`src/rtl/chisq_seq_ctrl.sv`:
```
// chisq_seq_ctrl: phase sequencer for the chi-square unit.
// Walks the chi-square mux through NPHASE term-select phases per track,
// drives the accumulator clear/last strobes and returns a done strobe with
// the track tag PIPE_LAT cycles after the last phase. Holds one pending
// start so back-to-back tracks run without an idle bubble.
module chisq_seq_ctrl #(
  parameter int NPHASE   = 3,
  parameter int SEL_W    = 2,
  parameter int PIPE_LAT = 4,
  parameter int TAG_W    = 8
) (
  input  logic             clock,
  input  logic             reset,
  input  logic             start,
  input  logic [TAG_W-1:0] start_tag,
  input  logic             abort,
  output logic [SEL_W-1:0] mux,
  output logic             mux_valid,
  output logic             acc_clear,
  output logic             acc_last,
  output logic             ready,
  output logic             busy,
  output logic             done,
  output logic [TAG_W-1:0] done_tag,
  output logic             overrun
);

  localparam logic [0:0] IDLE = 1'b0;
  localparam logic [0:0] RUN  = 1'b1;

  localparam logic [SEL_W-1:0] LAST_PH   = SEL_W'(NPHASE - 1);
  localparam logic [SEL_W-1:0] IDLE_CODE = '1;

  logic [0:0]       state;
  logic [SEL_W-1:0] ph;
  logic [TAG_W-1:0] active_tag;
  logic             pending;
  logic [TAG_W-1:0] pend_tag;
  logic             ovr_q;
  logic             running;
  logic             at_last;

  logic [PIPE_LAT-1:0] pipe_vld;
  logic [TAG_W-1:0]    pipe_tag [PIPE_LAT];

  assign running = (state == RUN);
  assign at_last = running && (ph == LAST_PH);

  assign mux       = running ? ph : IDLE_CODE;
  assign mux_valid = running;
  assign acc_clear = running && (ph == '0);
  assign acc_last  = at_last;
  assign ready     = !pending;
  assign busy      = running || pending;
  assign done      = pipe_vld[PIPE_LAT-1];
  assign done_tag  = pipe_tag[PIPE_LAT-1];
  assign overrun   = ovr_q;

  // Phase sequencing, pending-start buffer and sticky overrun flag.
  always_ff @(posedge clock) begin
    if (reset) begin
      state      <= IDLE;
      ph         <= '0;
      active_tag <= '0;
      pending    <= 1'b0;
      pend_tag   <= '0;
      ovr_q      <= 1'b0;
    end else if (abort) begin
      state   <= IDLE;
      ph      <= '0;
      pending <= 1'b0;
    end else begin
      if (start && pending) begin
        ovr_q <= 1'b1;
      end
      if (state == IDLE) begin
        if (start) begin
          state      <= RUN;
          ph         <= '0;
          active_tag <= start_tag;
        end
      end else if (ph == LAST_PH) begin
        if (pending) begin
          ph         <= '0;
          active_tag <= pend_tag;
          pending    <= 1'b0;
        end else if (start) begin
          ph         <= '0;
          active_tag <= start_tag;
        end else begin
          state <= IDLE;
          ph    <= '0;
        end
      end else begin
        ph <= ph + SEL_W'(1);
        if (start && !pending) begin
          pending  <= 1'b1;
          pend_tag <= start_tag;
        end
      end
    end
  end

  // Delay line matching the datapath latency; abort drops in-flight tracks.
  always_ff @(posedge clock) begin
    if (reset || abort) begin
      pipe_vld <= '0;
      for (int i = 0; i < PIPE_LAT; i++) begin
        pipe_tag[i] <= '0;
      end
    end else begin
      pipe_vld[0] <= at_last;
      pipe_tag[0] <= at_last ? active_tag : '0;
      for (int i = 1; i < PIPE_LAT; i++) begin
        pipe_vld[i] <= pipe_vld[i-1];
        pipe_tag[i] <= pipe_tag[i-1];
      end
    end
  end

endmodule

```
`config.mk`:
```
export PLATFORM = sky130hd
export DESIGN_NAME = chisq_seq_ctrl
export DESIGN_NICKNAME = d
export VERILOG_FILES = /design/src/rtl/chisq_seq_ctrl.sv
export SDC_FILE = /design/constraint.sdc
export NUM_CORES = 1
export LEC_CHECK = 0
export ABC_AREA = 1
export CORE_AREA = 3 3 68 86
export CTS_CLUSTER_SIZE = 14
export DETAILED_ROUTE_END_ITERATION = 16
export DIE_AREA = 0 0 71 89
export HOLD_SLACK_MARGIN = 0.05
export PLACE_DENSITY = 0.66
export SLEW_MARGIN = 10
export SYNTH_ARGS = -nofsm -noshare
export SYNTH_HDL_FRONTEND = slang
export SYNTH_SLANG_ARGS = --single-unit
```
`constraint.sdc`:
```
create_clock -name clock -period 1.1 [get_ports clock]
set_input_delay 0.22 -clock clock [delete_from_list [all_inputs] [get_ports clock]]
set_output_delay 0.22 -clock clock [all_outputs]
set_load 0.02 [all_outputs]
```
== Word-level counts from Yosys, hierarchy flattened ==
Memories as Yosys holds them, arrays and structs flattened.
Index checks and enable logic that the tools add are counted.
Widths: inputs -> output; s select.

* Bits of input ports: 12
* Memory bits (writable): 32
* Logic and storage cells: 54
* Register bits: 25
* Memories kept: 1
* Output and inout bits: 17

* Equality and inequality tests: 2
* Bitwise logic cells: 6
* Muxes and demuxes: 22
* Add/subtract/negate cells: 1
* Reductions and logical operators: 15

{| class="wikitable"
|+ Memory list
! name !! depth !! bits a word !! read ports !! clocked after memory_dff !! wr ports !! line !! text
|-
| pipe_tag || 4 || 8 || 4 || 0 || 4 || 44 || <nowiki>logic [TAG_W-1:0] pipe_tag [PIPE_LAT];</nowiki>
|}

{| class="wikitable"
|+ Operator list
! cell !! count
|-
| $mux 8 || 9
|-
| $mux 1 || 9
|-
| $mux 2 || 4
|-
| $reduce_and 2->1 || 3
|-
| $logic_and 1x1->1 || 4
|-
| $or 1x1->1 || 4
|-
| $reduce_and 4->1 || 1
|-
| $reduce_bool 2->1 || 2
|-
| $add 2x1->2 const B || 1
|-
| $eq 2x2->1 const B || 1
|-
| $logic_not 2->1 || 1
|-
| $logic_or 1x1->1 || 2
|-
| $ne 2x1->1 const B || 1
|-
| $not 1->1 || 2
|-
| $reduce_or 2->1 || 1
|-
| $logic_not 1->1 || 1
|}

== Logic depth before layout (Yosys ltp) ==
* Word-level depth: 4
* Depth in mapped cells: 7

== Worst setup path before layout ==
Ideal clock, no wire load.

* Path type: reg-to-reg
* Start point: reg state, in the netlist mux_valid
* End point: reg ph[0]
* Cell stages (with the launch flop): 6
* Clock period less this slack: 1374 ps
* Setup time: 70 ps
* Data arrival time: 1305 ps
* Required time: 1030 ps
* Path buffers: 1
* Setup slack: -274 ps
* Cell sequence: dfxtp_1 buf_6 nand2_1 nor2_1 inv_1 a21oi_1

* Longest elaborated chain between the ends: 1

{| class="wikitable"
|+ Ends and longest elaborated chain
! element !! line !! text
|-
| start: declaration || 34 || <nowiki>logic [0:0] state;</nowiki>
|-
| start signal: assignment || 62 || <nowiki>state <= IDLE;</nowiki>
|-
| start signal: assignment || 69 || <nowiki>state <= IDLE;</nowiki>
|-
| start signal: assignment || 78 || <nowiki>state <= RUN;</nowiki>
|-
| $mux 2 or $reduce_bool 2->1 (tied branches) || - ||
|-
| end signal: assignment || 95 || <nowiki>ph <= ph + SEL_W'(1);</nowiki>
|-
| end: declaration || 35 || <nowiki>logic [SEL_W-1:0] ph;</nowiki>
|}

Several ways; a longest one is shown, not always the timed one.
A chain may end at the register's enable or synchronous reset.

== Final worst setup path ==
* Start point: reg state, in the netlist mux_valid
* End point: reg pend_tag[2]

* Longest elaborated chain between the ends: 1

{| class="wikitable"
|+ Ends and longest elaborated chain
! element !! line !! text
|-
| $reduce_and 4->1 (no source line) || - ||
|-
| end signal: assignment || 98 || <nowiki>pend_tag <= start_tag;</nowiki>
|-
| end: declaration || 38 || <nowiki>logic [TAG_W-1:0] pend_tag;</nowiki>
|}

No other way between the ends.

==> summary.md <==
| Metric | Value |
|---|---|
| CTS tree | `yes` |
| Layout cells sized above 1 | `27.78%` |
| Setup WS post-layout | `-164.9 ps` |
| GRT Residual Overflow | `0` |
| H-Tree Depth | `3` |
| Netlist cell types | `22` |
| Tmin final | `1265 ps` |
| MaxCap Viol Count | `0` |
| Gpl congestion | `0.7664` |
| Total CTS buffers | `9` |
| Nets | `316` |
| Clock Sinks | `57` |
| Max Slew Vio Count | `0` |
| Crit Path Max Fanout | `8` |
| Synth area leaders | `dfxtp_1, nor2_1, inv_1` |
| Routed WL | `3505 um` |
| Sequential cell area | `0.001149 mm^2` |
| Routed len/inst | `9.524 um` |
| Worst Setup Path Type | `reg2reg` |
| Number of remaining DRC errors | `0` |
| Die ar. | `0.006319 mm^2` |
| Critical Path RT | `1350 ps` |
| Post-DRT Antenna Nets | `0` |
| Layout Utilization | `53.67%` |
| Synth top area share | `56.37%` |
| Syn_area_per_cell | `7.939 um^2` |
| Site Rows | `29` |
| Pin count of the biggest net entering global routing | `31` |
| Hold WS | `405.6 ps` |
| Vias per cell | `4.179` |
| Vias post-DR | `1,538` |
| Multi-input gate area | `708.2 um^2` |
| #FFs+latches synth | `57` |
| Crit path capture type | `register` |
| Clock Latency Late Sink | `330 ps` |
| Core box area | `0.005080 mm^2` |
| Total GRT Usage | `11.45%` |
| Reg clk slew, reported paths | `60 ps` |
| Initial core utilization | `39.85%` |
| Setup-failing EPs final | `19` |
| Hold-fix buffers, CTS | `0` |
| Worst vdd ir | `0.7759 mV` |
| Fin. Hold Viols | `0` |
| Ant diodes | `0` |
| Leading area contributor after synthesis | `dfxtp_1` |
| Failing checks | `negative setup slack` |
| Lkg Pwr | `1.089 nW` |
| Router iterations before antenna repair | `6` |
| Starting DRT DRC Count | `59` |
| Syn Nets | `267` |
| Peak Freq | `790.6 MHz` |
| Ports | `29` |
| Die H | `89 um` |
| Die width | `71 um` |
| Pwr per Cell Area | `1495 mW/mm^2` |
| HPWL after DPL | `2102 um` |
| Worst Setup Start Kind | `register` |
| Root buf cell | `clkbuf_8` |
| Final Cycle Share | `115.0%` |
| Status | `complete, but fails checks` |
| RSZ-0062 raised after global routing | `yes` |
| WP data arrival | `1510 ps` |
| Area growth syn-to-layout | `34.67%` |
| Port bufs | `28` |
| Synth Warn # | `0` |
| Max Clock Skew | `8.639 ps` |
| Fill cell count | `487` |
| Synthesized instance count | `255` |
| Post-Syn Area | `0.002024 mm^2` |
| Vias in the first global route | `1,386` |
| Sequential area share after synthesis | `56.37%` |
| Clock Tree Buf Depth | `2` |
| Tightest Hold Check Type | `reg2reg` |
| Worst Tran Pin Value | `330.5 ps` |
| First-pass GRT wire length | `5478 um` |
| Rel. slew slack | `77.96%` |
| Antenna violations before repair | `0` |
==> worst paths after layout <==
check,slack (ps),from,cells after the start,endpoint
worst min register to register,410,pipe_tag[0][0]$_SDFF_PP0_,2,pipe_tag[0][8]$_SDFF_PP0_
worst max register to register,-160,mux_valid$_SDFF_PP0_,7,pend_tag[2]$_SDFFE_PP0P_
worst min-delay path,410,pipe_tag[0][0]$_SDFF_PP0_,2,pipe_tag[0][8]$_SDFF_PP0_
worst max-delay path,-160,mux_valid$_SDFF_PP0_,7,pend_tag[2]$_SDFFE_PP0P_
==> cell usage after synthesis <==
| master | n |
|---|---|
| nor2_2 | 5 |
| buf_6 | 1 |
| buf_2 | 3 |
| inv_1 | 46 |
| nand3_2 | 2 |
| clkinv_2 | 1 |
| nor2_1 | 68 |
| nand2_4 | 2 |
| dfxtp_1 | 57 |
| nand2_1 | 25 |
| nand3_1 | 2 |
| clkbuf_1 | 1 |
| clkinv_4 | 1 |
| inv_4 | 1 |
| o21ai_0 | 22 |
| a31oi_1 | 1 |
| nand2_2 | 2 |
| inv_2 | 1 |
| buf_4 | 8 |
| nor4_1 | 1 |
| a21oi_2 | 1 |
| a21oi_1 | 4 |
==> sequential cells by signal, summed over array words and instances (netlist names) <==
| signal | flops |
|---|---|
| pipe_tag | 32 |
| active_tag | 8 |
| pend_tag | 8 |
| pipe_vld | 4 |
| ph | 2 |
| mux_valid | 1 |
| overrun | 1 |
| pending | 1 |
==> area by class of cell <==
cell class / count / share of cell area, %
Multi-Input combinational cell: 136 / 25.98
Tap cell: 62 / 2.845
Clock buffer: 13 / 6.196
Timing Repair Buffer: 50 / 15.42
Inverter: 50 / 7.435
Sequential cell: 57 / 42.13
==> power by group <==
| group | switching, mW | leakage (nW) | internal [mW] |
|---|---|---|---|
| clock | 0.713 | 0.0875 | 0.965 |
| combinational | 0.155 | 0.539 | 0.138 |
| sequential | 0.0159 | 0.462 | 2.09 |
==> cells by family after synthesis <==
| family | synth area share (%) |
|---|---|
| and+or+nand+nor | 22.31 |
| AOI/OAI and AO/OA | 7.170 |
| buffers and inverters | 14.15 |
| DFF | 56.37 |
==> what timing repair did <==
item,in CTS,in global routing
pin swaps,11,2
cloned,1,0
endpoints found under the setup margin,41,33
buffers inserted,1,0
resized for setup,106,19
==> cell usage in the layout (no fill, tap or decap), types with 2 or more instances in the layout <==
master,count
nor2_1,66
dfxtp_1,53
inv_1,43
nand2_1,22
buf_4,18
clkbuf_8,12
buf_2,11
o21ai_1,10
clkdlybuf4s50_1,10
buf_6,9
o21ai_0,8
nor2_4,5
nand2_4,4
o21ai_2,4
a21oi_1,4
inv_2,3
nand2_2,3
dfxtp_2,3
inv_4,2
nor2_2,2
nand3_1,2
nand3_4,2
==> per-layer routing <==
layer | vias up | GRT usage (%) | share of wire (%)
met5 | - | 0 | 0
met4 | 0 | 6.154 | 1.5
met3 | 7 | 6.187 | 6.6
met2 | 35 | 19.83 | 52
met1 | 650 | 10.96 | 40
li1 | 846 | - | -
==> metrics by stage <==
step | area, um^2 | power (mW) | setup TNS (ps) | cells | setup slack [ps]
final | 2726 | 4.075 | -1830 | 368 | -164.9
after floorplan | 2043 | 2.279 | -128.6 | 255 | -16.08
after global placement | 2481 | 2.396 | -16400 | 353 | -405.8
after global routing | 2726 | 4.278 | -2962 | 368 | -213.2
after detailed placement | 2481 | 2.399 | -17710 | 353 | -441.4
after CTS | 2663 | 4.121 | -2209 | 368 | -177.3
==> worst max-delay path, cell delays in order (launching register included) <==
cell,delay (ps)
dfxtp_4,420
inv_4,50
buf_4,140
a21oi_4,190
nand2_4,130
inv_6,100
nor2_1,50
nor2_1,110
Note: power is estimated with default switching activity, not from simulation.
